**config.mk**
```make
export PLATFORM = sky130hd
export DESIGN_NAME = redirect_ctrl
export DESIGN_NICKNAME = d
export VERILOG_FILES = /design/src/rtl/redirect_ctrl_pkg.sv /design/src/rtl/redirect_ctrl_age_cmp.sv /design/src/rtl/redirect_ctrl.sv
export SDC_FILE = /design/constraint.sdc
export NUM_CORES = 1
export LEC_CHECK = 0
export ABC_AREA = 1
export ABC_CLOCK_PERIOD_IN_PS = 4800
export BUFFER_PORTS_ARGS = -buffer_cell sky130_fd_sc_hd__buf_2
export CAP_MARGIN = 5
export CORE_ASPECT_RATIO = 0.6
export CORE_UTILIZATION = 53
export CTS_CLUSTER_SIZE = 40
export DETAILED_ROUTE_END_ITERATION = 10
export GPL_ROUTABILITY_DRIVEN = 1
export PLACE_DENSITY = 0.9
export SYNTH_ARGS = -nofsm -noshare
export SYNTH_HDL_FRONTEND = slang
export SYNTH_HIERARCHICAL = 1
export SYNTH_SLANG_ARGS = --single-unit
```
**constraint.sdc**
```tcl
create_clock -name clock -period 4.8 [get_ports clock]
set_input_delay 0.72 -clock clock [delete_from_list [all_inputs] [get_ports clock]]
set_output_delay 0.72 -clock clock [all_outputs]
set_load 0.005 [all_outputs]
```
**src/rtl/redirect_ctrl_pkg.sv**
```systemverilog
// Shared defines for the redirect controller: the default PC and ROB id widths
// and the position of the ROB wrap bit.
package redirect_ctrl_pkg;

    localparam int PC_WIDTH_DEF      = 48;
    localparam int ROB_IDX_WIDTH_DEF = 6;

    // The wrap bit sits directly above the index bits of a ROB id.
    function automatic int rob_wrap_pos(input int idx_width);
        return idx_width;
    endfunction

    localparam int ROB_WRAP_POS_DEF = rob_wrap_pos(ROB_IDX_WIDTH_DEF);

endpackage

```
**src/rtl/redirect_ctrl_age_cmp.sv**
```systemverilog
// rob_age_cmp: decides whether ROB id A is strictly older than ROB id B.
// Ids are {wrap, idx}. When the wrap bits match, the lower index is older.
// When they differ, B has wrapped past A, so the higher index is older.
// Equal ids are never older.
module rob_age_cmp
    import redirect_ctrl_pkg::*;
#(
    parameter int ROB_IDX_WIDTH = ROB_IDX_WIDTH_DEF
)(
    input  logic [ROB_IDX_WIDTH:0] a_id,
    input  logic [ROB_IDX_WIDTH:0] b_id,
    output logic                   a_older
);

    localparam int WRAP_POS = rob_wrap_pos(ROB_IDX_WIDTH);

    logic                     w_sameWrap;
    logic [ROB_IDX_WIDTH-1:0] w_aIdx;
    logic [ROB_IDX_WIDTH-1:0] w_bIdx;

    assign w_sameWrap = (a_id[WRAP_POS] == b_id[WRAP_POS]);
    assign w_aIdx     = a_id[WRAP_POS-1:0];
    assign w_bIdx     = b_id[WRAP_POS-1:0];

    // Age ordering, with the index compare reversed once the wrap bits differ.
    always_comb begin
        a_older = 1'b0;
        if (w_sameWrap) begin
            a_older = (w_aIdx < w_bIdx);
        end else begin
            a_older = (w_aIdx > w_bIdx);
        end
    end

endmodule

```
**src/rtl/redirect_ctrl.sv**
```systemverilog
// redirect_ctrl: holds the oldest outstanding branch redirect, offers it to the
// frontend with a valid/ready handshake, and emits a one-cycle backend kill
// pulse each time a new redirect is captured. An external commit-side flush
// overrides everything.
// Optional build macro: REDIRECT_PERF_CNT_EN adds a 32-bit count of completed
// frontend handshakes on port perf_redirect_cnt.
module redirect_ctrl
    import redirect_ctrl_pkg::*;
#(
    parameter int PC_WIDTH      = PC_WIDTH_DEF,
    parameter int ROB_IDX_WIDTH = ROB_IDX_WIDTH_DEF
)(
    input  logic                   clock,
    input  logic                   reset_n,
    input  logic                   bju_redirect_valid,
    input  logic [PC_WIDTH-1:0]    bju_redirect_target,
    input  logic [ROB_IDX_WIDTH:0] bju_robid,
    input  logic                   ext_flush_valid,
    input  logic                   fe_redirect_ready,
    output logic                   fe_redirect_valid,
    output logic [PC_WIDTH-1:0]    fe_redirect_target,
    output logic                   flush_valid,
    output logic [ROB_IDX_WIDTH:0] flush_robid
`ifdef REDIRECT_PERF_CNT_EN
    ,
    output logic [31:0]            perf_redirect_cnt
`endif
);

    localparam logic [0:0] STATE_IDLE    = 1'b0;
    localparam logic [0:0] STATE_PENDING = 1'b1;

    logic [0:0]             r_state;
    logic [PC_WIDTH-1:0]    r_target;
    logic [ROB_IDX_WIDTH:0] r_robid;
    logic                   r_flush;

    logic [0:0]             w_nextState;
    logic                   w_capture;
    logic                   w_bjuOlder;
    logic                   w_handshake;

    rob_age_cmp #(
        .ROB_IDX_WIDTH (ROB_IDX_WIDTH)
    ) u_ageCmp (
        .a_id    (bju_robid),
        .b_id    (r_robid),
        .a_older (w_bjuOlder)
    );

    assign fe_redirect_valid  = (r_state == STATE_PENDING);
    assign fe_redirect_target = r_target;
    assign flush_valid        = r_flush;
    assign flush_robid        = r_robid;
    assign w_handshake        = fe_redirect_valid & fe_redirect_ready;

    // Decide the next state and whether this cycle's branch redirect is kept.
    always_comb begin
        w_nextState = r_state;
        w_capture   = 1'b0;
        if (ext_flush_valid) begin
            w_nextState = STATE_IDLE;
        end else if (r_state == STATE_IDLE) begin
            if (bju_redirect_valid) begin
                w_capture   = 1'b1;
                w_nextState = STATE_PENDING;
            end
        end else begin
            if (bju_redirect_valid && w_bjuOlder) begin
                w_capture   = 1'b1;
                w_nextState = STATE_PENDING;
            end else if (w_handshake) begin
                w_nextState = STATE_IDLE;
            end
        end
    end

    // State, held payload and the one-shot kill pulse that follows each capture.
    always_ff @(posedge clock) begin
        if (!reset_n) begin
            r_state  <= STATE_IDLE;
            r_target <= '0;
            r_robid  <= '0;
            r_flush  <= 1'b0;
        end else begin
            r_state <= w_nextState;
            r_flush <= w_capture;
            if (w_capture) begin
                r_target <= bju_redirect_target;
                r_robid  <= bju_robid;
            end
        end
    end

`ifdef REDIRECT_PERF_CNT_EN
    logic [31:0] r_perfCnt;

    assign perf_redirect_cnt = r_perfCnt;

    // Count every redirect the frontend accepted; wraps naturally at 2^32.
    always_ff @(posedge clock) begin
        if (!reset_n) begin
            r_perfCnt <= '0;
        end else if (w_handshake) begin
            r_perfCnt <= r_perfCnt + 32'd1;
        end
    end
`endif

endmodule

```
After elaboration in Yosys (flattened, before gate mapping). Cells that the tools add are included.

Logic and storage cells: 19. Register bits after elaboration: 57.

Reduce and logical (&&, ||, !) cells: 2. Order comparisons: 2. Multiplexer cells: 8. Equal/unequal tests: 1. Bitwise gates (word level): 2.

Operators by type and width (count): $mux 1 (8); $gt 6x6->1 (1); $lt 6x6->1 (1); $reduce_or 2->1 (1); $and 1x1->1 (1); $eq 1x1->1 (1); $logic_and 1x1->1 (1); $not 1->1 (1).

Logic depth before layout (Yosys ltp).
Depth in word-level cells: 6. Gate-level depth with buffers: 17. Gate-level depth less buffers: 16.

Hierarchy. Netlist, hierarchy kept.

Modules (own cells, without submodules): redirect_ctrl (cells each 481, sequential area each 1141.1 sq um, area each 2947.8 sq um, instances 1); rob_age_cmp (cells each 37, sequential area each 0.0 sq um, area each 200.2 sq um, instances 1).

Least setup slack after synthesis. No wires, ideal clock.

Path type: input to register. Start point: input bju_robid[5]. End point: register r_target[43], in the netlist fe_redirect_target[43]. Path slack: 2.726 ns. Data required time: 4.690 ns. Library setup time: 0.110 ns. Path buffers: 1. Arrival: 1.964 ns. Stages: 15. Path through: ha_1 -> nand2_1 -> nor2_2 -> nand2_1 -> nand3_1 -> nand2_1 -> nand2_1 -> inv_1 -> inv_1 -> nand2_2 -> nand3_2 -> buf_2 -> nand2_1 -> inv_1 -> nor2_1.

Longest elaborated chain between the ends: 6.

RTL lines: from (decl) (line redirect_ctrl.sv:17) `input logic [ROB_IDX_WIDTH:0] bju_robid,`; $gt 6x6->1 or $lt 6x6->1 (tied branches) (line redirect_ctrl_age_cmp.sv:31, redirect_ctrl_age_cmp.sv:29); $mux 1 (*) (line redirect_ctrl_age_cmp.sv:28) `if (w_sameWrap) begin`; via w_bjuOlder (line redirect_ctrl.sv:40) `logic w_bjuOlder;`; $logic_and 1x1->1 (*) (line redirect_ctrl.sv:69) `if (bju_redirect_valid && w_bjuOlder) begin`; $mux 1 (*) (line redirect_ctrl.sv:69); $mux 1 (*) (line redirect_ctrl.sv:63) `end else if (r_state == STATE_IDLE) begin`; $mux 1 (*) (line redirect_ctrl.sv:61) `if (ext_flush_valid) begin`; to (signal assigned) (line redirect_ctrl.sv:89) `r_target <= bju_redirect_target;`; to (decl) (line redirect_ctrl.sv:34) `logic [PC_WIDTH-1:0] r_target;`.

Mark *: on every way through the listed nets, which the timed path passes. The rest lies on a longest branch. A chain may end at the register's enable or synchronous reset.

Worst setup path after layout.
Start point: input bju_robid[5]. End point: register r_target[44], in the netlist fe_redirect_target[44].

Same word-level chain as after synthesis.

==> flow_summary.json <==
{
  "swShare_pct": 28.9,
  "synth_seq_cells": 57,
  "relSlewSlack_pct": 23.8,
  "grt_pass1_vias": 2758,
  "drt-wirelength-per-cell_um": 10.4,
  "cp.arrival_ns": 3.12,
  "cp_slowest_cell": "nand3_2",
  "place.gp.congestion": 0.829,
  "hold_viol": 0,
  "grt_remaining_overflow": 0,
  "die_h_um": 61.7,
  "grt_pass1_wl_um": 11600,
  "yosysSeqAreaShare_pct": 36.2,
  "slew_violations": 0,
  "clk_pin_slew_worst_paths_ns": 0.07,
  "core_area_sq_mm": 0.00565,
  "synth-edff-count": 0,
  "switchingPower_uw": 329,
  "io_buffer_count": 116,
  "rsz0062_at_grt": "no",
  "p_per_area_mw_per_mm2": 296,
  "initial_core_util_pct": 55.7,
  "tightest_slew_ns": 1.14,
  "cts_buffers": 9,
  "syn_to_final_growth_pct": 22.1,
  "totalWireLength_um": 7330,
  "fp.dieW_um": 101,
  "row_count": 21,
  "clk-insertion-delay-late_ns": 0.33,
  "final_nets": 685,
  "min_period_over_period_pct": 59.6,
  "cts_sinks": 57,
  "clk_path_buf_depth": 2,
  "num_io_pins": 117,
  "final_util_pct": 68.0,
  "path_buf_inv": 4,
  "internal-power_uw": 810,
  "clkPwrFrac_pct": 34.0,
  "outcome": "complete, no violations",
  "route.detailed.drc": 0,
  "power_leakage_uw": 0.00250,
  "setup_viol": 0,
  "slowest_delay_ns": 0.84,
  "drt_pass1_iterations": 4,
  "combPwrFrac_pct": 19.7,
  "holdBufCountCts": 0,
  "synth_area_sq_mm": 0.00315,
  "place_ws_ns": 1.64,
  "crit_required_ns": 5.06,
  "fin_setup_tns_ns": 0,
  "antenna_found_initial": 0,
  "path_cells": "buf_2, ha_1, a21oi_1, nand3_1, nand2_1, nand2_1, inv_1, inv_1, nand2_2, nand3_2, nand2_1, inv_1, nor2_1",
  "htree_levels": 3,
  "grt_max_degree": 58,
  "whs_ns": 0.507,
  "cp-end-kind": "flip-flop",
  "setup_slack_ns": 1.94,
  "start_kind": "input port",
  "path_max_fanout": 55,
  "via_count": 3231,
  "synthCells": 518,
  "cts_tree": "done",
  "seqPwrFrac_pct": 46.3,
  "drive_gt1_share_pct": 22.0,
  "max-vdd-ir-drop_uv": 202,
  "die_area_sq_mm": 0.00626,
  "period_minus_slack_ns": 2.86,
  "fin_skew_ns": 0.00726,
  "drt_iter0_markers": 132,
  "cts-resized-gates": 0,
  "viasPerCell": 4.60,
  "hold_path.class": "flip-flop to flip-flop",
  "async_reset_ff_share_pct": 0,
  "synth_top_flop_cell": "dfxtp_1",
  "crit_type": "input port to flip-flop",
  "cpLargestDelayFamily": "simple AND/OR/NAND/NOR gates",
  "ys_types": 16,
  "detail-route-antenna-nets": 0,
  "postCtsSetupRepairBufs": 0,
  "hpwlAfterDp_um": 4720,
  "fmax_ghz": 0.350,
  "drv_cap": 0,
  "diodes": 0,
  "syn_nets": 584,
  "avgSynthCellArea_sq_um": 6.08,
  "ys_warn_count": 6,
  "cts_root_buf": "clkbuf_8",
  "track_usage_pct": 24.0
}
-- per-layer routing --
| metal | track usage [%] | up-vias | routed length [um] |
|---|---|---|---|
| li1 | - | 1676 | - |
| met1 | 28.5 | 1427 | 3430 |
| met2 | 42.7 | 121 | 3350 |
| met3 | 7.16 | 7 | 485 |
| met4 | 8.90 | 0 | 58 |
| met5 | 0 | - | 0 |
-- sequential cells by signal, indices dropped and copies added, names as in the netlist --
register and count:
flush_valid 1, fe_redirect_valid 1, flush_robid 7, fe_redirect_target 48
-- placed cells by master (no fill, tap or decap) --
master,n
inv_1,179
a21oi_1,2
nor2_2,1
nand4_1,56
nand2_2,1
clkinvlp_4,1
nand3_1,2
nand3_2,1
nor2_1,58
clkinv_2,2
nand2_1,125
dfxtp_1,57
clkbuf_8,11
buf_4,3
inv_2,1
ha_1,6
buf_2,116
-- stage by stage --
step,cells,cell area [sq um],power [uW]
floorplan,518,3150,680
global placement,688,3670,750
detailed placement,688,3670,761
CTS,702,3840,1150
global route,702,3840,1210
finish,702,3840,1140
-- power by group through the flow --
stage	Combinational (uW)	Clock, uW	Sequential, uW
after floorplan	141	0	539
after global placement	215	0	535
after detailed placement	224	0	537
after CTS	226	398	527
after global routing	262	416	530
final	224	387	527
-- cells in the mapped netlist (2+ instances only) --
| cell | instances | area, sq um |
|---|---|---|
| buf_4 | 4 | 30.0 |
| buf_6 | 4 | 45.0 |
| nand3_1 | 2 | 10.0 |
| nand2_1 | 125 | 469 |
| buf_2 | 18 | 90.1 |
| inv_1 | 180 | 676 |
| dfxtp_1 | 57 | 1140 |
| ha_1 | 6 | 75.1 |
| buf_1 | 2 | 7.51 |
| nand4_1 | 56 | 350 |
| nor2_1 | 58 | 218 |
| a21oi_1 | 2 | 10.0 |
-- worst paths after layout --
kind,slack (ns),start,to,depth (start not counted)
max,1.94,bju_robid[5],fe_redirect_target[44],13
min,0.51,fe_redirect_target[17],fe_redirect_target[17],4
max reg2reg,2.04,flush_robid[5],fe_redirect_target[44],13
min reg2reg,0.51,fe_redirect_target[17],fe_redirect_target[17],4
-- layout make-up --
| cell class | count | area (sq um) |
|---|---|---|
| timing repair buffer | 119 | 603 |
| fill | 513 | 1810 |
| clock inverter | 3 | 17.5 |
| sequential | 57 | 1140 |
| multi-input combinational | 252 | 1150 |
| clock buffer | 11 | 151 |
| tap | 80 | 100 |
| inverter | 180 | 676 |
-- worst register-to-register path: stages (launching register included) --
cell and delay (ns):
dfxtp_1 0.36, inv_1 0.05, ha_1 0.29, a21oi_1 0.26
nand3_1 0.12, nand2_1 0.06, nand2_1 0.04, inv_1 0.05
inv_1 0.04, nand2_2 0.06, nand3_2 0.85, nand2_1 0.33
inv_1 0.07, nor2_1 0.10
-- logic make-up after synthesis --
kind of cell               share of synthesized area (%)
and+or+nand+nor                                     34.0
buffers and inverters                               27.1
DFF                                                 36.2
AOI/OAI and AO/OA                                  0.318
adders and majority gates                           2.38
Note: power is estimated with default switching activity, not from simulation.
